<file path="src/rtl/audio_pkg.sv">
// Shared definitions for the audio frame feeder: frame length, controller
// states, core class codes and a saturating counter helper.
package audio_pkg;

  localparam int FRAME_LEN_DEFAULT = 512;

  localparam logic [31:0] CLASS_NORMAL      = 32'd0;
  localparam logic [31:0] CLASS_ALARM       = 32'd1;
  localparam logic [31:0] CLASS_GLASS_BREAK = 32'd2;

  typedef enum logic [2:0] {
    ST_IDLE     = 3'd0,
    ST_START    = 3'd1,
    ST_SETTLE   = 3'd2,
    ST_STREAM   = 3'd3,
    ST_WAIT_RES = 3'd4
  } feeder_state_t;

  function automatic logic [7:0] sat_inc8(input logic [7:0] value);
    return (value == 8'hFF) ? value : value + 8'd1;
  endfunction

endpackage

</file>
<file path="src/rtl/sample_fifo.sv">
// Synchronous FIFO with occupancy counter; pushes when full and pops when
// empty are ignored, so callers may leave the requests ungated.
module sample_fifo #(
  parameter int WIDTH = 16,
  parameter int DEPTH = 16
) (
  input  logic             clk,
  input  logic             rst_n,
  input  logic             push,
  input  logic [WIDTH-1:0] wdata,
  input  logic             pop,
  output logic [WIDTH-1:0] rdata,
  output logic             full,
  output logic             empty
);

  localparam int AW = (DEPTH > 1) ? $clog2(DEPTH) : 1;

  logic [WIDTH-1:0] mem_r [DEPTH];
  logic [AW-1:0]    wr_ptr_r;
  logic [AW-1:0]    rd_ptr_r;
  logic [AW:0]      count_r;
  logic             push_ok_s;
  logic             pop_ok_s;

  // Full is judged on the current count only, so a full FIFO refuses a push
  // even when a pop happens in the same cycle.
  assign full      = (count_r == (AW+1)'(DEPTH));
  assign empty     = (count_r == '0);
  assign push_ok_s = push & ~full;
  assign pop_ok_s  = pop & ~empty;
  assign rdata     = mem_r[rd_ptr_r];

  // Storage array write port.
  always_ff @(posedge clk) begin
    if (push_ok_s) begin
      mem_r[wr_ptr_r] <= wdata;
    end
  end

  // Pointer and occupancy bookkeeping.
  always_ff @(posedge clk or negedge rst_n) begin
    if (!rst_n) begin
      wr_ptr_r <= '0;
      rd_ptr_r <= '0;
      count_r  <= '0;
    end else begin
      if (push_ok_s) begin
        wr_ptr_r <= wr_ptr_r + AW'(1);
      end
      if (pop_ok_s) begin
        rd_ptr_r <= rd_ptr_r + AW'(1);
      end
      case ({push_ok_s, pop_ok_s})
        2'b10:   count_r <= count_r + (AW+1)'(1);
        2'b01:   count_r <= count_r - (AW+1)'(1);
        default: count_r <= count_r;
      endcase
    end
  end

endmodule

</file>
<file path="src/rtl/audio_frame_feeder.sv">
// Buffers host PCM samples and feeds them frame by frame, paced, to an audio
// analysis core, then captures the core's classification result.
module audio_frame_feeder
  import audio_pkg::*;
#(
  parameter int FRAME_LEN      = FRAME_LEN_DEFAULT,
  parameter int FIFO_DEPTH     = 16,
  parameter int TIMEOUT_CYCLES = 1024
) (
  input  logic        clk,
  input  logic        rst_n,
  input  logic [15:0] host_sample,
  input  logic        host_valid,
  output logic        host_ready,
  input  logic        feed_enable,
  input  logic [7:0]  pace_div,
  output logic        start_analysis,
  output logic [15:0] audio_sample,
  output logic        sample_valid,
  input  logic        analysis_complete,
  input  logic        audio_ai_busy,
  input  logic [31:0] audio_classification,
  input  logic [7:0]  threat_level,
  output logic        result_valid,
  output logic [31:0] result_class,
  output logic [7:0]  result_threat,
  output logic [15:0] frame_count,
  output logic [7:0]  drop_count,
  output logic        timeout_err
);

  localparam int SCW = $clog2(FRAME_LEN + 1);
  localparam int TCW = $clog2(TIMEOUT_CYCLES + 1);

  feeder_state_t state_r, state_s;
  logic [1:0]     init_cnt_r;
  logic           armed_s;
  logic           busy_q_r;
  logic           capture_s;
  logic [7:0]     pace_lat_r, pace_lat_s;
  logic [7:0]     pace_cnt_r, pace_cnt_s;
  logic [SCW-1:0] sample_cnt_r, sample_cnt_s;
  logic [TCW-1:0] to_cnt_r, to_cnt_s;
  logic           start_s, valid_s, rv_s, terr_s, pop_s;
  logic [15:0]    sample_s, frame_s;
  logic [31:0]    class_s;
  logic [7:0]     threat_s;
  logic [15:0]    fifo_rdata;
  logic           fifo_full, fifo_empty;

  // init_cnt holds the feeder off for two cycles after reset release.
  assign armed_s    = (init_cnt_r == 2'd2);
  assign host_ready = (init_cnt_r != 2'd0) & ~fifo_full;
  assign capture_s  = busy_q_r & ~audio_ai_busy & analysis_complete;

  sample_fifo #(
    .WIDTH (16),
    .DEPTH (FIFO_DEPTH)
  ) u_fifo (
    .clk   (clk),
    .rst_n (rst_n),
    .push  (host_valid & host_ready),
    .wdata (host_sample),
    .pop   (pop_s),
    .rdata (fifo_rdata),
    .full  (fifo_full),
    .empty (fifo_empty)
  );

  // Post-reset arming, busy edge history and host drop counter.
  always_ff @(posedge clk or negedge rst_n) begin
    if (!rst_n) begin
      init_cnt_r <= 2'd0;
      busy_q_r   <= 1'b0;
      drop_count <= 8'd0;
    end else begin
      init_cnt_r <= armed_s ? init_cnt_r : init_cnt_r + 2'd1;
      busy_q_r   <= audio_ai_busy;
      if (host_valid && !host_ready) begin
        drop_count <= sat_inc8(drop_count);
      end
    end
  end

  // Next-state and next-output logic; every output is registered below.
  always_comb begin
    state_s      = state_r;
    start_s      = 1'b0;
    valid_s      = 1'b0;
    pop_s        = 1'b0;
    sample_s     = audio_sample;
    pace_lat_s   = pace_lat_r;
    pace_cnt_s   = pace_cnt_r;
    sample_cnt_s = sample_cnt_r;
    to_cnt_s     = to_cnt_r;
    rv_s         = 1'b0;
    class_s      = result_class;
    threat_s     = result_threat;
    frame_s      = frame_count;
    terr_s       = timeout_err;
    case (state_r)
      ST_IDLE: begin
        if (feed_enable && armed_s) begin
          state_s = ST_START;
          start_s = 1'b1;
        end else begin
          state_s = ST_IDLE;
        end
      end
      ST_START: begin
        pace_lat_s   = pace_div;
        pace_cnt_s   = 8'd0;
        sample_cnt_s = '0;
        state_s      = ST_SETTLE;
      end
      ST_SETTLE: begin
        state_s = ST_STREAM;
      end
      ST_STREAM: begin
        if (pace_cnt_r != 8'd0) begin
          pace_cnt_s = pace_cnt_r - 8'd1;
        end else if (!fifo_empty) begin
          pop_s        = 1'b1;
          valid_s      = 1'b1;
          sample_s     = fifo_rdata;
          pace_cnt_s   = pace_lat_r;
          sample_cnt_s = sample_cnt_r + SCW'(1);
          if (sample_cnt_r == SCW'(FRAME_LEN - 1)) begin
            state_s  = ST_WAIT_RES;
            to_cnt_s = '0;
          end else begin
            state_s = ST_STREAM;
          end
        end else begin
          state_s = ST_STREAM;
        end
      end
      ST_WAIT_RES: begin
        // A capture on the final timeout cycle still wins over the timeout.
        if (capture_s) begin
          class_s  = audio_classification;
          threat_s = threat_level;
          rv_s     = 1'b1;
          frame_s  = frame_count + 16'd1;
          state_s  = ST_IDLE;
        end else if (to_cnt_r == TCW'(TIMEOUT_CYCLES - 1)) begin
          terr_s  = 1'b1;
          state_s = ST_IDLE;
        end else begin
          to_cnt_s = to_cnt_r + TCW'(1);
        end
      end
      default: begin
        state_s = ST_IDLE;
      end
    endcase
  end

  // State and registered outputs.
  always_ff @(posedge clk or negedge rst_n) begin
    if (!rst_n) begin
      state_r        <= ST_IDLE;
      pace_lat_r     <= 8'd0;
      pace_cnt_r     <= 8'd0;
      sample_cnt_r   <= '0;
      to_cnt_r       <= '0;
      start_analysis <= 1'b0;
      audio_sample   <= 16'd0;
      sample_valid   <= 1'b0;
      result_valid   <= 1'b0;
      result_class   <= 32'd0;
      result_threat  <= 8'd0;
      frame_count    <= 16'd0;
      timeout_err    <= 1'b0;
    end else begin
      state_r        <= state_s;
      pace_lat_r     <= pace_lat_s;
      pace_cnt_r     <= pace_cnt_s;
      sample_cnt_r   <= sample_cnt_s;
      to_cnt_r       <= to_cnt_s;
      start_analysis <= start_s;
      audio_sample   <= sample_s;
      sample_valid   <= valid_s;
      result_valid   <= rv_s;
      result_class   <= class_s;
      result_threat  <= threat_s;
      frame_count    <= frame_s;
      timeout_err    <= terr_s;
    end
  end

endmodule

</file>
<file path="config.mk">
export PLATFORM = sky130hd
export DESIGN_NAME = audio_frame_feeder
export DESIGN_NICKNAME = d
export VERILOG_FILES = /design/src/rtl/audio_pkg.sv /design/src/rtl/sample_fifo.sv /design/src/rtl/audio_frame_feeder.sv
export SDC_FILE = /design/constraint.sdc
export NUM_CORES = 1
export LEC_CHECK = 0
export CELL_PAD_IN_SITES_DETAIL_PLACEMENT = 1
export CELL_PAD_IN_SITES_GLOBAL_PLACEMENT = 2
export CORE_UTILIZATION = 38
export DETAILED_ROUTE_END_ITERATION = 8
export PLACE_DENSITY_LB_ADDON = 0.1
export SYNTH_ARGS = -nofsm -noshare
export SYNTH_HDL_FRONTEND = slang
export SYNTH_SLANG_ARGS = --single-unit
export TNS_END_PERCENT = 10
</file>
<file path="constraint.sdc">
create_clock -name clk -period 3 [get_ports clk]
set_input_delay 0.45 -clock clk [delete_from_list [all_inputs] [get_ports clk]]
set_output_delay 0.45 -clock clk [all_outputs]
set_load 0.03 [all_outputs]
</file>
==> reports/metrics.cfg, run 1 <==
[clocking]
clkSlewWorstSetupHoldPaths_ns=0.06
clock-sinks=396
numCtsBuffers=45
clockRootBuffer=clkbuf_16
cts_tree=done
clock_path_buffers=3
clk_latency_ns=0.58
htree_num_levels=2
post-cts-setup-buffer-count=0

[final_layout]
fin_area_um2=19900
fill_cells=3905
syn_to_final_growth_pct=24.3
post_route_cells_drive_above_1_share_pct=20.3
fin_nets=1222

[global_route]
grt_max_degree=66
grt.overflow.total=0
grt_pass1_wl_mm=59.7
grt_pass1_vias=9701
grtUsageTotal_pct=18.3
antenna_found_initial=2

[synth]
synthFlopType=edfxtp_1
synthXorXnorAreaFrac_pct=2.19
synthesis.area_um2=16000
synth_compound_area_share_pct=4.30
synth_top_family_by_area=multiplexers
ys_seq_elements=396
synth_fa_ha_area_share_pct=1.37
synth_fp_nets=1014
synth-seq-area-share_pct=69.9
synth_mux_area_share_pct=14.8
synth_top_area_share_pct=48.0
synth_warnings=0
yosys.area_share.simple_pct=5.94
yosysUniqueCellTypes=63
yosysTopAreaCell=edfxtp_1
synth_top_cells_by_area=edfxtp_1 (48%), dfrtp_1 (22%), mux4_2 (9.0%)
synth_cells=927
synth_edf_count=256
async_flop_share_pct=35.4
syn_area_per_cell_um2=17.3

[routing]
finalWirelength_mm=38.0
drc=0
via_count=8915
vias_per_cell=5.23
ant_nets=0
wl_per_cell_um=22.3
drt-initial-drc-count=445
dr.pass1.iters=4

[critical_path]
crit_type=reg2reg
r2r-start=u_fifo.count_r[3]
cp-end-kind=flop
reg2reg_to=u_fifo.count_r[4]
reg2regPathDepth=10
start_kind=flop
critPathRequiredTime_ns=3.46
rrSetupSlack_ns=0.21
critical_path.max_fanout=5
cp.arrival_ns=3.24

[timing]
tightest_slew_ns=0.710
fin_crit_ns=2.79
fin_crit_sh_pct=92.8
setup-tns-final_ns=0
rsz0062_at_grt=no
max_slew_margin_pct=52.3
hold_viol=0
fmax_ghz=0.359
finalClockSkew_ns=0.0231
timing.final.max_slew_violations=0
finalSetupViolations=0

[worst_hold_path]
hold_depth=1
worstHoldStart=audio_ai_busy
min_to=busy_q_r
hold_path.class=in2reg

[power]
p_leak_nw=7.30
peakVddDrop_mv=0.552
p_per_area_nw_per_um2=761

[floorplanning]
fp.dieW_um=207
ios=155
fp.dieH_um=207
rows=74
die_area_um2=43000
core_area_um2=41200
initial_core_util_pct=38.9

[outcome]
status=complete, no violations

[placed_design]
placed_area_um2=18500
place_congestion=0.720
dpl.hpwl_mm=24.1
io_buffers=154

[flow_run]
cap_violations=0

-- registers in the layout, indices dropped and copies added (netlist names), 10 cells and up --
name and count:
sample_cnt_r 10, audio_sample 16, to_cnt_r 11, frame_count 16, result_class 32, u_fifo.mem_r 256
-- critical path, stage by stage (launching register included) --
cell and delay (ns):
dfrtp_1 0.43, or4_4 0.52, o2111ai_2 0.21, inv_1 0.08
ha_1 0.29, fa_1 0.43, a21o_1 0.19, a21oi_1 0.17
xor2_1 0.16, nor2_1 0.06, xnor2_1 0.13
-- cell usage in the layout (no fill, tap or decap), drive strengths merged, types with 2 or more instances in the layout --
cell type / Yosys / layout
o211ai: 2 / 2
or3: 2 / 2
and3: 11 / 11
o32ai: 16 / 16
o41ai: 2 / 2
nor4: 2 / 2
inv: 14 / 15
o31a: 2 / 2
mux4: 64 / 64
nor4b: 2 / 2
clkbuf: 17 / 60
nand2b: 3 / 3
xnor2: 23 / 23
nor3: 16 / 16
mux2: 53 / 53
a31oi: 2 / 2
xor2: 17 / 17
o21ai: 20 / 20
nand4: 13 / 13
clkinv: 0 / 17
o311ai: 2 / 2
nor2: 33 / 33
clkdlybuf4s50: 0 / 153
bufinv: 0 / 3
o22a: 4 / 4
nor3b: 2 / 2
dfrtp: 140 / 140
and4: 3 / 3
nand2: 38 / 38
a21oi: 15 / 15
nand3: 23 / 23
edfxtp: 256 / 256
buf: 22 / 46
mux2i: 33 / 33
and3b: 2 / 2
ha: 16 / 16
o31ai: 4 / 4
and2: 13 / 13
a21o: 19 / 19
nand3b: 3 / 3
-- final cells by class --
cell class | instances | area (um^2) | share of cell area, %
Timing Repair Buffer | 200 | 1990 | 9.99
Tap cell | 532 | 666 | 3.34
Antenna cell | 1 | 2.50 | 0.0126
Clock inverter | 22 | 199 | 0.999
Clock buffer | 60 | 1200 | 6.04
Sequential cell | 396 | 11200 | 56.2
Multi-Input combinational cell | 478 | 4610 | 23.1
Inverter | 14 | 52.6 | 0.264
-- metrics by stage --
stage / hold WS (ns) / setup WS (ns) / power, mW / std cells / utilization [%]
floorplan: 0.154 / 0.0951 / 8.76 / 927 / -
detailed placement: 0.427 / 0.107 / 10.1 / 1619 / 44.9
finish: 0.383 / 0.215 / 15.2 / 1703 / 48.3
global route: 0.376 / 0.00777 / 15.8 / 1702 / 48.3
global placement: 0.436 / 0.164 / 9.99 / 1619 / 44.9
CTS: 0.349 / 0.0994 / 15.4 / 1702 / 48.3
-- worst max path at each step --
stage          depth (start not counted)                 to         startpoint
5_1_grt                               10  u_fifo.count_r[4]  u_fifo.count_r[3]
3_3_place_gp                          10  u_fifo.count_r[4]  u_fifo.count_r[1]
6_report                              10  u_fifo.count_r[4]  u_fifo.count_r[3]
4_1_cts                               10  u_fifo.count_r[4]  u_fifo.count_r[3]
2_1_floorplan                         11  u_fifo.count_r[4]  u_fifo.count_r[1]
3_5_place_dp                          10  u_fifo.count_r[4]  u_fifo.count_r[3]
-- power by group --
part	total, mW	switching (mW)	internal, mW
clock network	5.27	2.19	3.08
logic	2.93	1.54	1.39
registers	6.97	0.492	6.47
total	15.2	4.22	10.9
-- cell families (layout without fill, tap and decap cells) --
| group | Yosys count | in the layout |
|---|---|---|
| DFF | 396 | 396 |
| buffers and inverters | 53 | 296 |
| other | 0 | 1 |
| adders and majority gates | 17 | 17 |
| muxes | 150 | 150 |
| AOI/OAI and AO/OA | 98 | 98 |
| and+or+nand+nor | 173 | 173 |
| xor gates and xnor gates | 40 | 40 |
-- metal layers --
layer  vias up  global-route usage [%]  wire length, um
met5         -                       0               13
met4         2                    6.54              961
met3        64                    3.19             1410
met2       163                    30.1            18600
met1      4649                    24.4            17000
li1       4037                       -                -
-- synth_stat cells, types with 3 or more instances --
cell type and instances:
mux4_2 64, mux2_2 53, buf_1 3, ha_1 16, and4_1 3, inv_1 13
o21ai_0 20, xor2_1 17, buf_4 4, nor3_1 15, mux2i_1 33, edfxtp_1 256
xnor2_1 23, buf_2 12, and2_1 13, o32ai_1 16, nand3b_1 3, buf_6 3
dfrtp_1 140, and3_1 11, o31ai_1 4, nor2_1 33, nand3_1 23, nand2_1 37
a21o_1 19, clkbuf_1 17, o22a_1 4, nand2b_1 3, nand4_1 13, a21oi_1 15
-- timing repair --
action | CTS | global route
hold buffers | 1 | 0
endpoints found under the setup margin | 0 | 1
endpoints found under the hold margin | 48 | 0
gates resized for setup | 0 | 3
Power figures use the tool's default switching activity.
==> run 2, diff against run 1 <==
Settings changed: CORE_UTILIZATION 38 to 42.
Clock period 3 ns to 3.2 ns, I/O delays scaled along.
==> run 2 against run 1 <==
  * Power is 8.2% lower
  * Critical endpoint unchanged
  * Worst setup slack better by 0.027 ns
  * Combinational power is 8.5% lower
  * Sequential power is 6.2% lower
  * Core utilization is 4.3 points higher
  * Largest cell class unchanged
  * Non-clock buffer count stayed put
  * Count of clock-buffer cells in the layout stayed put
  * Die area is 9.4% lower
==> reports/metrics.cfg, run 2 (synthesis gave the netlist of run 1 again) <==
[placed_design]
dpl.hpwl_mm=24.7  ; was 24.1 mm
placed_area_um2=18400  ; was 18500 um^2
dpl.cell_count=1598  ; was 1619
place_congestion=0.775  ; was 0.720
io_buffers=154  ; unchanged

[routing]
finalWirelength_mm=37.6  ; was 38.0 mm
ant_nets=0  ; unchanged
drt-initial-drc-count=399  ; was 445
via_count=8937  ; was 8915
wl_per_cell_um=22.4  ; was 22.3 um
dr.pass1.iters=4  ; unchanged
drc=0  ; unchanged
vias_per_cell=5.32  ; was 5.23

[power]
power_frac_seq_pct=47.0  ; was 45.9%
p_per_area_nw_per_um2=704  ; was 761 nW/um^2
power_mw=13.9  ; was 15.2 mW
p_clk_share_pct=33.8  ; was 34.7%
p_leak_nw=7.25  ; was 7.30 nW
power_frac_comb_pct=19.2  ; was 19.3%
intPower_mw=10.0  ; was 10.9 mW
switching_share_pct=28.1  ; was 27.8%
peakVddDrop_mv=0.572  ; was 0.552 mV
p_sw_mw=3.91  ; was 4.22 mW

[timing]
hold_viol=0  ; unchanged
finalClockSkew_ns=0.0153  ; was 0.0231 ns
finalSetupViolations=0  ; unchanged
fin_crit_ns=2.96  ; was 2.79 ns
setup-tns-final_ns=0  ; unchanged
fin_crit_sh_pct=92.4  ; was 92.8%
fmax_ghz=0.338  ; was 0.359 GHz
max_slew_margin_pct=50.0  ; was 52.3%
rsz0062_at_grt=no  ; unchanged
timing.final.max_slew_violations=0  ; unchanged
tightest_slew_ns=0.747  ; was 0.710 ns

[critical_path]
slowest_stage=or4_1  ; was or4_4
rrSetupSlack_ns=0.24  ; was 0.21 ns
crit_type=reg2reg  ; unchanged
critical_path.max_fanout=5  ; unchanged
critPathRequiredTime_ns=3.65  ; was 3.46 ns
start_kind=flop  ; unchanged
crit_family=adder cells  ; unchanged
slowest_delay_ns=0.58  ; was 0.52 ns
path_buf_inv=1  ; unchanged
cp.arrival_ns=3.40  ; was 3.24 ns
crit_path_cell_trace=or4_1 -> o2111ai_1 -> inv_1 -> ha_1 -> fa_1 -> a21o_1 -> a21oi_1 -> xor2_1 -> nor2_1 -> xnor2_1  ; was or4_4 -> o2111ai_2 -> inv_1 -> ha_1 -> fa_1 -> a21o_1 -> a21oi_1 -> xor2_1 -> nor2_1 -> xnor2_1
cp-end-kind=flop  ; unchanged
reg2regPathDepth=10  ; unchanged
reg2reg_to=u_fifo.count_r[4]  ; unchanged
r2r-start=u_fifo.count_r[0]  ; was u_fifo.count_r[3]

[clocking]
numCtsBuffers=43  ; was 45
clk_latency_ns=0.56  ; was 0.58 ns
clock-sinks=396  ; unchanged
clockRootBuffer=clkbuf_16  ; unchanged
clock_path_buffers=3  ; unchanged
post-cts-setup-buffer-count=0  ; unchanged
ctsResizeCount=0  ; unchanged
htree_num_levels=2  ; unchanged
cts_tree=done  ; unchanged
cts_hold_buf=1  ; unchanged
clkSlewWorstSetupHoldPaths_ns=0.06  ; about the same

[final_layout]
top_register=u_fifo.mem_r  ; unchanged
post_route_cells_drive_above_1_share_pct=20.0  ; was 20.3%
fill_cells=3529  ; was 3905
reg.largest.list=u_fifo.mem_r x256, result_class x32  ; unchanged
fin_area_um2=19800  ; was 19900 um^2
final_cell_mix=edfxtp_1 (256), clkdlybuf4s50_1 (153), dfrtp_1 (137)  ; unchanged
largest_reg_flops=256  ; unchanged
fin_nets=1220  ; was 1222
stdcell_count=1680  ; was 1703
layout_commonest_cell=edfxtp_1  ; unchanged
syn_to_final_growth_pct=23.5  ; was 24.3%

[global_route]
grt_pass1_vias=9456  ; was 9701
grt_max_degree=66  ; unchanged
grt.overflow.total=0  ; unchanged
grt_pass1_wl_mm=57.6  ; was 59.7 mm
antenna_found_initial=2  ; unchanged
grtUsageTotal_pct=19.8  ; was 18.3%

[flow_run]
cap_violations=0  ; unchanged

[floorplanning]
fp.dieH_um=197  ; was 207 um
die_area_um2=38900  ; was 43000 um^2
core_area_um2=37600  ; was 41200 um^2
ios=155  ; unchanged
rows=71  ; was 74
initial_core_util_pct=42.6  ; was 38.9%
fp.dieW_um=197  ; was 207 um

[worst_hold_path]
worstHoldStart=audio_ai_busy  ; unchanged
hold_path.class=in2reg  ; unchanged
hold_depth=1  ; unchanged
min_to=busy_q_r  ; unchanged

[outcome]
status=complete, no violations  ; unchanged

==> run 2: cell type report <==
| class | instances | area, um^2 | area share [%] |
|---|---|---|---|
| Sequential cell | 396 | 11200 | 56.6 |
| Antenna cell | 1 | 2.50 | 0.0126 |
| Clock buffer | 60 | 1180 | 5.96 |
| Clock inverter | 20 | 151 | 0.765 |
| Timing Repair Buffer | 200 | 1980 | 10.0 |
| Tap cell | 511 | 639 | 3.23 |
| Multi-Input combinational cell | 478 | 4590 | 23.2 |
| Inverter | 14 | 52.6 | 0.266 |
==> run 2: metal layers <==
| layer | up-vias | GRT usage [%] | share of wire (%) |
|---|---|---|---|
| met3 | 69 | 3.62 | 4.3 |
| met1 | 4661 | 25.9 | 43 |
| met2 | 165 | 33.6 | 50 |
| li1 | 4040 | - | - |
| met4 | 2 | 5.74 | 2.3 |
| met5 | - | 0 | 0.045 |
==> run 2: how the worst max path moves through the flow <==
stage / start / to / slack (ns) / depth (start not counted)
3_5_place_dp: u_fifo.count_r[0] / u_fifo.count_r[4] / 0.24 / 10
4_1_cts: u_fifo.count_r[0] / host_ready / 0.19 / 4
6_report: u_fifo.count_r[0] / u_fifo.count_r[4] / 0.24 / 10
2_1_floorplan: init_cnt_r[0] / u_fifo.count_r[4] / 0.10 / 13
3_3_place_gp: u_fifo.count_r[0] / u_fifo.count_r[4] / 0.29 / 11
5_1_grt: u_fifo.count_r[0] / u_fifo.count_r[4] / 0.04 / 10
==> run 2: stage by stage <==
stage / util, % / hold WS, ns / setup slack (ns)
finish: 52.7 / 0.433 / 0.242
detailed placement: 49.1 / 0.443 / 0.240
global route: 52.6 / 0.420 / 0.0410
CTS: 52.6 / 0.411 / 0.193
floorplan: - / 0.184 / 0.100
global placement: 49.1 / 0.442 / 0.293
==> run 2: power by group through the flow <==
stage / sequential, mW / clock [mW] / combinational, mW
floorplan: 6.66 / 0 / 1.55
global placement: 6.62 / 0 / 2.68
global route: 6.62 / 5.01 / 2.90
CTS: 6.55 / 4.85 / 2.74
finish: 6.54 / 4.70 / 2.68
detailed placement: 6.65 / 0 / 2.72
==> run 3, diff against run 2 <==
Settings changed: CORE_ASPECT_RATIO set to 1.75, SLEW_MARGIN set to 20.
==> run 3 against run 2 <==
  * Die area barely moved
  * Via count rose by 0.73%
  * Final cell count shrank 2.8%
  * Sequential share of layout area decreased by 0.12 points
  * Critical endpoint unchanged
  * Highest routed layer is now met4
  * Critical path type unchanged
  * Clock skew grew 0.0090 ns
  * Routed wire length is 1.4% higher
  * Largest power group unchanged
  * Combinational power is essentially flat
  * Power is 2.5% higher
  * Sequential power about the same
==> reports/metrics.cfg, run 3 (synthesis gave the netlist of run 1 again) <==
[timing]
hold_slack_ns=0.443  ; was 0.433 ns
hold_viol=0  ; unchanged
tightest_slew_ns=0.698  ; was 0.747 ns
rsz0062_at_grt=no  ; unchanged
fin_crit_ns=2.94  ; was 2.96 ns
timing.final.max_slew_violations=0  ; unchanged
finalSetupViolations=0  ; unchanged
finalClockSkew_ns=0.0243  ; was 0.0153 ns
setup-tns-final_ns=0  ; unchanged
fin_crit_sh_pct=91.9  ; was 92.4%
max_slew_margin_pct=53.5  ; was 50.0%
fmax_ghz=0.340  ; was 0.338 GHz

[critical_path]
reg2regPathDepth=10  ; unchanged
start_kind=flop  ; unchanged
crit_type=reg2reg  ; unchanged
cp-end-kind=flop  ; unchanged
reg2reg_to=u_fifo.count_r[4]  ; unchanged
critical_path.max_fanout=5  ; unchanged
rrSetupSlack_ns=0.26  ; was 0.24 ns
critPathRequiredTime_ns=3.62  ; was 3.65 ns
r2r-start=u_fifo.count_r[0]  ; unchanged
cp.arrival_ns=3.36  ; was 3.40 ns

[worst_hold_path]
hold_path.class=in2reg  ; unchanged
hold_depth=1  ; unchanged
min_to=busy_q_r  ; unchanged
worstHoldStart=audio_ai_busy  ; unchanged

[routing]
via_count=9002  ; was 8937
ant_nets=0  ; unchanged
dr.pass1.iters=4  ; unchanged
wl_per_cell_um=23.3  ; was 22.4 um
finalWirelength_mm=38.1  ; was 37.6 mm
drt-initial-drc-count=395  ; was 399
drc=0  ; unchanged
vias_per_cell=5.51  ; was 5.32

[global_route]
antenna_found_initial=0  ; was 2
grt.overflow.total=0  ; unchanged
grt_pass1_wl_mm=58.2  ; was 57.6 mm
grtUsageTotal_pct=20.3  ; was 19.8%
grt_max_degree=70  ; was 66
grt_pass1_vias=9722  ; was 9456

[power]
p_clk_share_pct=35.1  ; was 33.8%
intPower_mw=10.4  ; was 10.0 mW
peakVddDrop_mv=0.468  ; was 0.572 mV
power_frac_seq_pct=45.9  ; was 47.0%
p_sw_mw=3.91  ; about the same
p_per_area_nw_per_um2=719  ; was 704 nW/um^2
p_leak_nw=7.26  ; was 7.25 nW
switching_share_pct=27.4  ; was 28.1%
power_frac_comb_pct=19.0  ; was 19.2%

[final_layout]
layout_commonest_cell=edfxtp_1  ; unchanged
top_register=u_fifo.mem_r  ; unchanged
final_cell_mix=edfxtp_1 (256), clkdlybuf4s50_1 (153), dfrtp_1 (137)  ; unchanged
fin_nets=1211  ; was 1220
n_antenna_cell=0  ; was 1
reg.largest.list=u_fifo.mem_r x256, result_class x32  ; unchanged
syn_to_final_growth_pct=23.8  ; was 23.5%
post_route_cells_drive_above_1_share_pct=20.5  ; was 20.0%
largest_reg_flops=256  ; unchanged

[floorplanning]
core_area_um2=37600  ; about the same
rows=94  ; was 71
ios=155  ; unchanged
die_area_um2=39000  ; was 38900 um^2
initial_core_util_pct=42.6  ; about the same
fp.dieH_um=260  ; was 197 um
fp.dieW_um=150  ; was 197 um

[clocking]
clock_path_buffers=3  ; unchanged
post-cts-setup-buffer-count=0  ; unchanged
clockRootBuffer=clkbuf_16  ; unchanged
cts_tree=done  ; unchanged
clkSlewWorstSetupHoldPaths_ns=0.06  ; about the same
clock-sinks=396  ; unchanged
clk_latency_ns=0.55  ; was 0.56 ns
htree_num_levels=2  ; unchanged
numCtsBuffers=39  ; was 43

[placed_design]
place_congestion=0.747  ; was 0.775
dpl.hpwl_mm=24.2  ; was 24.7 mm
io_buffers=154  ; unchanged

[outcome]
status=complete, no violations  ; unchanged

[flow_run]
cap_violations=0  ; unchanged

[run 3: cell types whose count changed in the layout (fill, tap and decap cells not counted), moves of 4 or more]
cell	before	now
clkinv_1	10	5
bufinv_16	1	9
clkbuf_1	13	2
clkbuf_16	43	39
buf_12	7	11
buf_4	38	29
[run 3: power by group through the flow]
stage | Clock (mW) | Combinational [mW] | Sequential [mW]
after detailed placement | 0 | 2.76 | 6.66
after CTS | 5.13 | 2.77 | 6.56
after global routing | 5.30 | 2.92 | 6.62
final | 5.01 | 2.71 | 6.55
after floorplan | 0 | 1.55 | 6.66
after global placement | 0 | 2.72 | 6.63
[run 3: repair_timing]
item / CTS / global route
gates resized for setup: 0 / 1
setup endpoints to repair: 0 / 1
endpoints found under the hold margin: 65 / 0
hold buffers: 1 / 0
[run 3: critical path: stages (launching register included)]
cell,delay [ns]
dfrtp_1,0.46
or4_1,0.59
o2111ai_1,0.25
inv_1,0.08
ha_1,0.29
fa_1,0.43
a21o_1,0.19
a21oi_1,0.17
xor2_1,0.16
nor2_1,0.07
xnor2_1,0.13
[run 3: per-layer routing]
metal  vias to the layer above  GRT usage, %  share of wire, %
li1                       3999             -                 -
met3                        59          2.48               3.9
met4                         0          6.77               2.5
met1                      4753          23.1                37
met2                       191          38.5                56
met5                         -             0                 0
[run 3: through the flow]
step	instance area [um^2]	total power [mW]	cells	utilization (%)	worst slack (ns)
after floorplan	16000	8.21	927	-	0.100
after global placement	18400	9.35	1562	48.9	0.295
after detailed placement	18400	9.42	1562	48.9	0.265
after CTS	19800	14.5	1633	52.7	0.246
after global routing	19800	14.8	1633	52.7	0.0534
final	19800	14.3	1633	52.7	0.258
[run 3: worst max path at each step]
stage | slack, ns | cells after the start | from | end
2_1_floorplan | 0.10 | 13 | init_cnt_r[0] | u_fifo.count_r[4]
3_3_place_gp | 0.30 | 10 | u_fifo.count_r[1] | u_fifo.count_r[4]
3_5_place_dp | 0.26 | 10 | u_fifo.count_r[1] | u_fifo.count_r[4]
4_1_cts | 0.25 | 10 | u_fifo.count_r[0] | u_fifo.count_r[4]
5_1_grt | 0.05 | 10 | u_fifo.count_r[1] | u_fifo.count_r[4]
6_report | 0.26 | 10 | u_fifo.count_r[0] | u_fifo.count_r[4]
[run 3: final cells by class]
cell class | instances | area (um^2)
Clock buffer | 43 | 1000
Clock inverter | 27 | 390
Fill cell | 3562 | 17800
Multi-Input combinational cell | 478 | 4590
Timing Repair Buffer | 195 | 1990
Tap cell | 480 | 601
Sequential cell | 396 | 11200
Inverter | 14 | 52.6
